===== src/rtl/regfile_bypass_clr_pkg.sv =====
// Shared definitions for the bypassed register file with sequential clear.
//   clr_state_t : clear engine states (IDLE, CLEAR, DONE)
//   REG_DATA_W  : default register width
//   REG_ADDR_W  : default address width (depth = 2**REG_ADDR_W)
package regfile_bypass_clr_pkg;

  localparam int REG_DATA_W = 16;
  localparam int REG_ADDR_W = 4;

  typedef enum logic [1:0] {
    IDLE  = 2'd0,
    CLEAR = 2'd1,
    DONE  = 2'd2
  } clr_state_t;

endpackage


===== src/rtl/regfile_bypass_clr_if.sv =====
// Bus interface of the register file: read ports, double-width write port,
// clear request/status and the system halt.
//   halt_sys  : freezes writes and the clear engine
//   rd_addr   : NUM_RD packed read addresses, port i in slice i
//   rd_hi_sel : per port, force the read address to the HI register
//   rd_data   : NUM_RD packed read words, port i in slice i
//   we/hi_en/wr_addr/wr_data : write port, wr_data = {high, low}
//   clr_req   : one-cycle request to start a clear sweep
//   clr_busy  : sweep in progress
//   clr_done  : one-cycle completion pulse
// master = issuing pipeline stage, slave = register file.
interface regfile_bypass_clr_if
  import regfile_bypass_clr_pkg::*;
#(
  parameter int DATA_W = REG_DATA_W,
  parameter int ADDR_W = REG_ADDR_W,
  parameter int NUM_RD = 2
);

  logic                     halt_sys;
  logic [NUM_RD*ADDR_W-1:0] rd_addr;
  logic [NUM_RD-1:0]        rd_hi_sel;
  logic [NUM_RD*DATA_W-1:0] rd_data;
  logic                     we;
  logic                     hi_en;
  logic [ADDR_W-1:0]        wr_addr;
  logic [2*DATA_W-1:0]      wr_data;
  logic                     clr_req;
  logic                     clr_busy;
  logic                     clr_done;

  modport master (
    output halt_sys, rd_addr, rd_hi_sel, we, hi_en, wr_addr, wr_data, clr_req,
    input  rd_data, clr_busy, clr_done
  );

  modport slave (
    input  halt_sys, rd_addr, rd_hi_sel, we, hi_en, wr_addr, wr_data, clr_req,
    output rd_data, clr_busy, clr_done
  );

endinterface


===== src/rtl/regfile_clr_fsm.sv =====
// Clear engine: walks the register array one entry per non-halted cycle and
// requests a zero write for each entry.
//   clk, rst  : clock, asynchronous active-high reset
//   halt_sys  : holds state and counter, suppresses the clear write
//   clr_req   : start request, honoured only in IDLE
//   clr_busy  : high for the whole sweep (including halted cycles)
//   clr_done  : one-cycle pulse after the last entry is cleared
//   clr_we    : clear-write strobe into the array
//   clr_addr  : entry to clear when clr_we is high
module regfile_clr_fsm
  import regfile_bypass_clr_pkg::*;
#(
  parameter int ADDR_W = REG_ADDR_W
) (
  input  logic              clk,
  input  logic              rst,
  input  logic              halt_sys,
  input  logic              clr_req,
  output logic              clr_busy,
  output logic              clr_done,
  output logic              clr_we,
  output logic [ADDR_W-1:0] clr_addr
);

  // One extra bit keeps the last-entry compare unambiguous for any depth.
  localparam int              CNT_W = ADDR_W + 1;
  localparam int              DEPTH = 2 ** ADDR_W;
  localparam logic [CNT_W-1:0] LAST = CNT_W'(DEPTH - 1);

  clr_state_t       state, state_nxt;
  logic [CNT_W-1:0] cnt, cnt_nxt;

  always_ff @(posedge clk or posedge rst) begin
    if (rst) begin
      state <= IDLE;
      cnt   <= '0;
    end else begin
      state <= state_nxt;
      cnt   <= cnt_nxt;
    end
  end

  always_comb begin
    state_nxt = state;
    cnt_nxt   = cnt;
    clr_busy  = 1'b0;
    clr_done  = 1'b0;
    clr_we    = 1'b0;
    case (state)
      IDLE: begin
        if (clr_req && !halt_sys) begin
          state_nxt = CLEAR;
          cnt_nxt   = '0;
        end
      end
      CLEAR: begin
        clr_busy = 1'b1;
        if (!halt_sys) begin
          clr_we  = 1'b1;
          cnt_nxt = cnt + CNT_W'(1);
          if (cnt == LAST) state_nxt = DONE;
        end
      end
      DONE: begin
        clr_done  = 1'b1;
        state_nxt = IDLE;
      end
      default: state_nxt = IDLE;
    endcase
  end

  assign clr_addr = cnt[ADDR_W-1:0];

endmodule


===== src/rtl/regfile_bypass_clr.sv =====
// Parametrised register file for the decode/writeback stage.
//   clk, rst : clock, asynchronous active-high reset (clears every register)
//   bus      : regfile_bypass_clr_if slave port
//     - NUM_RD combinational read ports with same-cycle write-through bypass
//     - double-width write: low word to wr_addr, high word to HI_REG if hi_en
//     - clr_req starts a one-entry-per-cycle zeroing sweep (clr_busy/clr_done)
// Writes presented while clr_busy is high are dropped; the issuing stage is
// expected to stall on clr_busy.
module regfile_bypass_clr
  import regfile_bypass_clr_pkg::*;
#(
  parameter int DATA_W = REG_DATA_W,
  parameter int ADDR_W = REG_ADDR_W,
  parameter int NUM_RD = 2,
  parameter int HI_REG = 0
) (
  input  logic                 clk,
  input  logic                 rst,
  regfile_bypass_clr_if.slave  bus
);

  localparam int                DEPTH   = 2 ** ADDR_W;
  localparam logic [ADDR_W-1:0] HI_ADDR = ADDR_W'(HI_REG);

  logic [DATA_W-1:0] mem [DEPTH];
  logic [DATA_W-1:0] wr_lo;
  logic [DATA_W-1:0] wr_hi;
  logic              wr_eff;
  logic              clr_we;
  logic [ADDR_W-1:0] clr_addr;

  assign wr_lo  = bus.wr_data[DATA_W-1:0];
  assign wr_hi  = bus.wr_data[2*DATA_W-1:DATA_W];
  assign wr_eff = bus.we && !bus.halt_sys && !bus.clr_busy;

  regfile_clr_fsm #(
    .ADDR_W (ADDR_W)
  ) u_clr_fsm (
    .clk      (clk),
    .rst      (rst),
    .halt_sys (bus.halt_sys),
    .clr_req  (bus.clr_req),
    .clr_busy (bus.clr_busy),
    .clr_done (bus.clr_done),
    .clr_we   (clr_we),
    .clr_addr (clr_addr)
  );

  // Clear writes and port writes never coincide: wr_eff is masked by
  // clr_busy and clr_we only fires while busy. The low-word write is issued
  // after the HI write so it wins when wr_addr equals HI_REG.
  always_ff @(posedge clk or posedge rst) begin
    if (rst) begin
      for (int k = 0; k < DEPTH; k++) mem[k] <= '0;
    end else if (clr_we) begin
      mem[clr_addr] <= '0;
    end else if (wr_eff) begin
      if (bus.hi_en) mem[HI_ADDR] <= wr_hi;
      mem[bus.wr_addr] <= wr_lo;
    end
  end

  // Read ports: same priority as the write so bypassed data matches what
  // the array will hold after the edge.
  for (genvar i = 0; i < NUM_RD; i++) begin : g_rd
    logic [ADDR_W-1:0] eff_addr;

    assign eff_addr = bus.rd_hi_sel[i] ? HI_ADDR : bus.rd_addr[i*ADDR_W +: ADDR_W];

    assign bus.rd_data[i*DATA_W +: DATA_W] =
        (wr_eff && (eff_addr == bus.wr_addr))                 ? wr_lo :
        (wr_eff && bus.hi_en && (eff_addr == HI_ADDR))        ? wr_hi :
                                                                mem[eff_addr];
  end

endmodule


===== src/flat_wrapper.sv =====
// flat-port wrapper written by rule: the top's interface ports become plain ports
module regfile_bypass_clr_flat import regfile_bypass_clr_pkg::*;
#(
  parameter int DATA_W = REG_DATA_W,
  parameter int ADDR_W = REG_ADDR_W,
  parameter int NUM_RD = 2,
  parameter int HI_REG = 0
)
  (clk, rst, bus_halt_sys, bus_rd_addr, bus_rd_hi_sel, bus_we, bus_hi_en, bus_wr_addr, bus_wr_data, bus_clr_req, bus_rd_data, bus_clr_busy, bus_clr_done);
  regfile_bypass_clr_if #(.DATA_W(DATA_W), .ADDR_W(ADDR_W), .NUM_RD(NUM_RD)) bus_i ();
  input  logic clk;
  input  logic rst;
  input wire logic [$bits(bus_i.halt_sys)-1:0] bus_halt_sys;
  input wire logic [$bits(bus_i.rd_addr)-1:0] bus_rd_addr;
  input wire logic [$bits(bus_i.rd_hi_sel)-1:0] bus_rd_hi_sel;
  input wire logic [$bits(bus_i.we)-1:0] bus_we;
  input wire logic [$bits(bus_i.hi_en)-1:0] bus_hi_en;
  input wire logic [$bits(bus_i.wr_addr)-1:0] bus_wr_addr;
  input wire logic [$bits(bus_i.wr_data)-1:0] bus_wr_data;
  input wire logic [$bits(bus_i.clr_req)-1:0] bus_clr_req;
  output wire logic [$bits(bus_i.rd_data)-1:0] bus_rd_data;
  output wire logic [$bits(bus_i.clr_busy)-1:0] bus_clr_busy;
  output wire logic [$bits(bus_i.clr_done)-1:0] bus_clr_done;
  assign bus_i.halt_sys = bus_halt_sys;
  assign bus_i.rd_addr = bus_rd_addr;
  assign bus_i.rd_hi_sel = bus_rd_hi_sel;
  assign bus_i.we = bus_we;
  assign bus_i.hi_en = bus_hi_en;
  assign bus_i.wr_addr = bus_wr_addr;
  assign bus_i.wr_data = bus_wr_data;
  assign bus_i.clr_req = bus_clr_req;
  assign bus_rd_data = bus_i.rd_data;
  assign bus_clr_busy = bus_i.clr_busy;
  assign bus_clr_done = bus_i.clr_done;
  regfile_bypass_clr #(.DATA_W(DATA_W), .ADDR_W(ADDR_W), .NUM_RD(NUM_RD), .HI_REG(HI_REG)) u_core (.clk(clk), .rst(rst), .bus(bus_i));
endmodule

===== config.mk =====
export PLATFORM = sky130hd
export DESIGN_NAME = regfile_bypass_clr_flat
export DESIGN_NICKNAME = d
export VERILOG_FILES = /design/src/rtl/regfile_bypass_clr_pkg.sv /design/src/rtl/regfile_bypass_clr_if.sv /design/src/rtl/regfile_clr_fsm.sv /design/src/rtl/regfile_bypass_clr.sv /design/src/flat_wrapper.sv
export SDC_FILE = /design/constraint.sdc
export NUM_CORES = 1
export LEC_CHECK = 0
export ABC_AREA = 1
export BUFFER_PORTS_ARGS = -buffer_cell sky130_fd_sc_hd__buf_4
export CAP_MARGIN = 20
export CORE_MARGIN = 5
export CORE_UTILIZATION = 32
export CTS_CLUSTER_DIAMETER = 120
export DETAILED_ROUTE_END_ITERATION = 10
export SYNTH_ARGS = -nofsm -noshare
export SYNTH_HDL_FRONTEND = slang
export SYNTH_HIERARCHICAL = 1
export SYNTH_SLANG_ARGS = --single-unit

===== constraint.sdc =====
create_clock -name clk -period 12.05 [get_ports clk]
set_input_delay 1.8075 -clock clk [delete_from_list [all_inputs] [get_ports clk]]
set_output_delay 1.8075 -clock clk [all_outputs]
set_load 0.03 [all_outputs]

=== Word-level counts from Yosys, hierarchy flattened ===
Index checks and enable logic that the tools add are counted.

* Output and inout bits: 34
* ROM bits: 0
* Input port bits: 52
* Flip-flop bits (word level): 263
* Latch bits: 0
* Bits in writable memories: 0
* Memories: 0

* Bitwise logic cells: 6
* Reduce and logical (&&, ||, !) cells: 19
* $add $sub $neg: 1
* $lt $le $gt $ge: 6
* Multiply operators: 0
* Shift-type cells: 0
* Divide/modulo/power cells: 0
* Muxes and demuxes: 33
* Eq/ne operators: 8

{| class="wikitable"
|+ Operators with widths
! kind !! count
|-
| $mux W256 || 2
|-
| $and A256 B256 Y256 || 1
|-
| $bwmux W256 || 1
|-
| $not A256 Y256 || 1
|-
| $mux W16 || 13
|-
| $bmux W16 S4 || 2
|-
| $demux W16 S4 || 2
|-
| $ge A5 B5 Y1 const B || 4
|-
| $not A4 Y5 || 4
|-
| $logic_and A1 B1 Y1 || 10
|-
| $lt A5 B1 Y1 const B || 2
|-
| $mux W5 || 2
|-
| $pmux W5 S2 || 1
|-
| $eq A4 B4 Y1 || 2
|-
| $logic_not A4 Y1 || 2
|-
| $mux W4 || 2
|-
| $mux W2 || 3
|-
| $ne A2 B2 Y1 const B || 3
|-
| $reduce_and A3 Y1 || 2
|-
| $add A5 B1 Y5 const B || 1
|-
| $eq A5 B4 Y1 const B || 1
|-
| $mux W1 || 4
|-
| $pmux W2 S2 || 1
|-
| $reduce_bool A2 Y1 || 2
|-
| other kinds (4) || 5
|}

=== Depth between registers and ports, before layout ===
* Word-level depth: 9
* Mapped depth: 13
* Depth with buffers taken out: 11

=== Hierarchy ===
Netlist, hierarchy kept.

{| class="wikitable"
|+ Modules (own cells, without submodules)
! module !! cells each !! area each (um2) !! sequential area each (um2) !! instances
|-
| regfile_bypass_clr || 2371 || 16016.6 || 6406.1 || 1
|-
| regfile_clr_fsm || 53 || 459.2 || 175.2 || 1
|}

=== Least setup slack after synthesis ===
No wires, ideal clock.

* Path kind: input -> output
* Start point: in bus_halt_sys
* End point: out bus_rd_data[10]
* Stages: 10
* Path slack: 7154 ps
* Arrival: 3088 ps
* Cell sequence: inv_1 > nand3b_4 > nor2_1 > nand4_4 > inv_2 > buf_6 > nor2_1 > nand2_1 > nand2_1 > nand2_1

* Cells in the longest elaborated chain, start to end: 7
* Elaborated cells on any way between the ends: 8
* Classes of those cells: mux (2); reduce/logical (6)

{| class="wikitable"
|+ RTL lines
! item !! RTL line !! source
|-
| start, declared || flat_wrapper.sv:13 || <nowiki>input wire logic [$bits(bus_i.halt_sys)-1:0] bus_halt_sys;</nowiki>
|-
| $logic_not A1 Y1 * || n/a ||
|-
| $logic_and A1 B1 Y1 * (2 in series) || regfile_bypass_clr.sv:34 || <nowiki>assign wr_eff = bus.we && !bus.halt_sys && !bus.clr_busy;</nowiki>
|-
| $logic_and A1 B1 Y1 (2 in series) || regfile_bypass_clr.sv:72 || <nowiki>(wr_eff && bus.hi_en && (eff_addr == HI_ADDR)) ? wr_hi :</nowiki>
|-
| $mux W16 || regfile_bypass_clr.sv:72 ||
|-
| $mux W16 * || regfile_bypass_clr.sv:71 || <nowiki>(wr_eff && (eff_addr == bus.wr_addr)) ? wr_lo :</nowiki>
|-
| end, declared || flat_wrapper.sv:21 || <nowiki>output wire logic [$bits(bus_i.rd_data)-1:0] bus_rd_data;</nowiki>
|}

Mark *: on every way between the ends. The rest lies on a longest branch, timed or not.

=== Final worst setup path ===
* Start point: in bus_rd_addr[0]
* End point: out bus_rd_data[7]

* Cells in the longest elaborated chain, start to end: 7
* Elaborated cells on any way between the ends: 11
* Classes of those cells: eq/ne (1); mux (6); bitwise (1); reduce/logical (3)

{| class="wikitable"
|+ RTL lines
! item !! RTL line !! source
|-
| start, declared || flat_wrapper.sv:14 || <nowiki>input wire logic [$bits(bus_i.rd_addr)-1:0] bus_rd_addr;</nowiki>
|-
| $mux W4 * || regfile_bypass_clr.sv:68 || <nowiki>assign eff_addr = bus.rd_hi_sel[i] ? HI_ADDR : bus.rd_addr[i*ADDR_W +: ADDR_W];</nowiki>
|-
| $not A4 Y5 (not written as such) || regfile_bypass_clr.sv:73 || <nowiki>mem[eff_addr];</nowiki>
|-
| $bmux W16 S4 || regfile_bypass_clr.sv:73 ||
|-
| $mux W16 (not written as such) (2 in series) || regfile_bypass_clr.sv:73 ||
|-
| $mux W16 || regfile_bypass_clr.sv:72 ||
|-
| $mux W16 * || regfile_bypass_clr.sv:71 ||
|}

Mark *: on every way between the ends. The rest lies on a longest branch, timed or not. The select of a mux whose other input is x is not followed.

==> reports/metrics.csv <==
metric,value,unit
GRT busiest layer,met2,
CTS Buf Count,30,
Fmax achieved,127,MHz
"Clk Latency, worst-skew pair",600,ps
sequential area share after synthesis,0.399,
"Hold-fix buffers, CTS",0,
worst-path fanout max,66,
Hold Path Class,flip-flop to flip-flop,
critical path arrival,6060,ps
leakage,9.37,nW
Synth Instances,2424,
row cnt,83,
largest family of logic cells by synthesized area,simple AND/OR/NAND/NOR gates,
post-detailed-route count of antenna-violating nets,0,
Peak VDD IR,133,µV
num ports,86,
layout cells sized above 1,0.0918,
net count after synthesis,2478,
post-synthesis register bit count,263,
grt total ovfl,0,
clk slew on worst S/H paths,60,ps
startpoint types,primary input,
Initial Util,0.322,
Final Slew Violations,0,
IO Port Bufs,85,
gr usage total,0.236,
# DRC,0,
buffer count from post-CTS setup fixing,0,
GPL Wtd Cong,0.940,
compound-gate portion of the synthesized area,0.122,
Initial DRC Count,2563,
Cell Pwr Density,215,nW/µm²
number of global-route vias before repair,16800,
Netlist Area Pre-Place,16500,µm²
die area,56100,µm²
setup_tns,0,ps
maximum capacitance violations,0,
outcome,completed,
r2r startpoint,u_core/u_clr_fsm/state[0]$_DFFE_PP0P_,
met1 Use GR,0.312,
Critical Path Sink,bus_rd_data[7],
CTS Root Buffer Type,clkbuf_16,
fin crit period,7860,ps
crit path capture type,primary output,
synthesized area per cell,6.80,µm²
Layout area overhead,12.9,%
adder-cell area share of the yosys netlist,0.00152,
die height,237,µm
number of detailed-route iterations in the first pass,8,
setup violators final,0,
via count,17700,
power after layout,0.00399,W
first-pass GRT wire length,104,mm
synth unique cells,37,
post_cts resized,0,
Sink Count,263,
slew at the pin closest to its max-slew limit,1090,ps
wire per inst,22.3,µm
M2 GR Usage,0.366,
worst relative slew slack,0.274,
initial antenna violation count,3,
Synth Area in Simple Gates,0.364,
Longest Clk Path Bufs,3,
Worst Skew,10.8,ps
Post-Place Cell Area,17400,µm²
hold path startpoint,u_core/u_clr_fsm/cnt[4]$_DFFE_PP0P_,
warnings from Yosys,6,
mux contribution to synthesized area,0.000608,
RSZ-0062 raised after global routing,no,
CP startpoint,bus_rd_addr[0],
worst reg2reg path endpoint,u_core/mem[200]$_DFFE_PP0P_,
die width,237,µm
Post-Route WL,69.0,mm
fin crit share,0.653,
post-DP HPWL,44.5,mm
xor-xnor portion of the synthesized cell area,0.00319,
final instance area,18600,µm²
clock tree from TritonCTS,yes,
Setup CP Type,primary input to primary output,
nets@finish,2448,
GR Util met3,0.0432,
final hold viol count,0,
Worst R2R Setup Slack,8830,ps
vias per cell,5.71,
pin count of the biggest net entering global routing,111,
htree depth,1,
worst endpoint required time,10240,ps
CORE AREA,51200,µm²
R2R depth,8,
==> worst min-delay path by stage <==
stage | end | slack, ps | cells after the start
final | u_core/u_clr_fsm/cnt[4]$_DFFE_PP0P_ | 520 | 2
after global routing | u_core/mem[68]$_DFFE_PP0P_ | 550 | 2
after CTS | u_core/mem[11]$_DFFE_PP0P_ | 530 | 2
after detailed placement | u_core/u_clr_fsm/cnt[4]$_DFFE_PP0P_ | 510 | 2
after global placement | u_core/mem[14]$_DFFE_PP0P_ | 500 | 2
after floorplan | u_core/u_clr_fsm/cnt[4]$_DFFE_PP0P_ | 490 | 2
==> metrics by stage <==
stage          hold WS, ps  worst slack (ps)  cells  utilization
2_1_floorplan          488              3200   2424            -
3_3_place_gp           504              4490   3036        0.339
3_5_place_dp           509              4430   3039        0.339
4_1_cts                528              4410   3094        0.361
5_1_grt                552              4140   3099        0.363
6_report               521              4190   3099        0.363
==> area by class of cell <==
cell class                      instances  area, µm²
Timing Repair Buffer                  109        890
Multi-Input combinational cell       1720       8110
Clock inverter                         17        303
Fill cell                            5455      32600
Antenna cell                            2       5.00
Clock buffer                           38        831
Sequential cell                       263       6580
Inverter                              270       1030
Tap cell                              680        851
==> state kept, by name, indices dropped and copies added (netlist names) <==
register and count:
u_core/mem 256, u_core/u_clr_fsm/cnt 5, u_core/u_clr_fsm/state 2
==> cell usage in the layout (no fill, tap or decap), types with 8 or more instances in the layout <==
cell type	n
o22ai_1	216
a21oi_1	50
nand2_1	698
buf_4	104
nor2_1	187
dfrtp_1	263
inv_1	255
clkbuf_16	30
bufinv_16	8
nand2_2	15
o21ai_0	66
nand3_1	430
inv_2	9
o21ai_1	12
==> cells by family (layout without fill, tap and decap cells) <==
kind of cell,count (synthesis),count (layout)
xor gates and xnor gates,6,6
muxes,1,1
adders and majority gates,2,2
buffers and inverters,441,434
other,0,2
DFF,263,263
AOI/OAI and AO/OA,345,345
and+or+nand+nor,1366,1366
==> synth_stat cells, drive strengths merged <==
library cell    n  share of area
nand4           8         0.0060
nor2          199          0.051
nor4            2         0.0026
nor3            6         0.0037
inv           269          0.062
clkbuf         65          0.015
o22ai         217          0.083
xor2            6         0.0032
nand2         718           0.17
nand3         431           0.13
buf           106          0.033
dfrtp         263           0.40
nand3b          1         0.0012
clkinv          1        0.00030
or2             1        0.00038
ha              2         0.0015
mux2i           1        0.00061
o21ai          78          0.024
a21oi          50          0.015
==> per-layer routing <==
layer	up-vias	part of all wire
li1	7877	-
met1	8482	0.39
met2	1103	0.45
met3	227	0.099
met4	2	0.066
met5	-	0.00019
==> power breakdown <==
part           internal [W]  total, W  switching [W]
clock network      0.000657   0.00105       0.000396
registers           0.00127   0.00143       0.000163
logic              0.000492   0.00151        0.00101
==> critical path, cell delays in order <==
cell and delay [ps]:
buf_4 620, clkinv_1 990, buf_4 570, nor2_4 140
buf_4 680, nand2_1 110, nand3_1 130, nand3_1 180
nand3_1 200, nand2_1 170, nand2_1 110, nand2_1 60
buf_4 160
No activity file was read; power rests on OpenSTA's default activity.
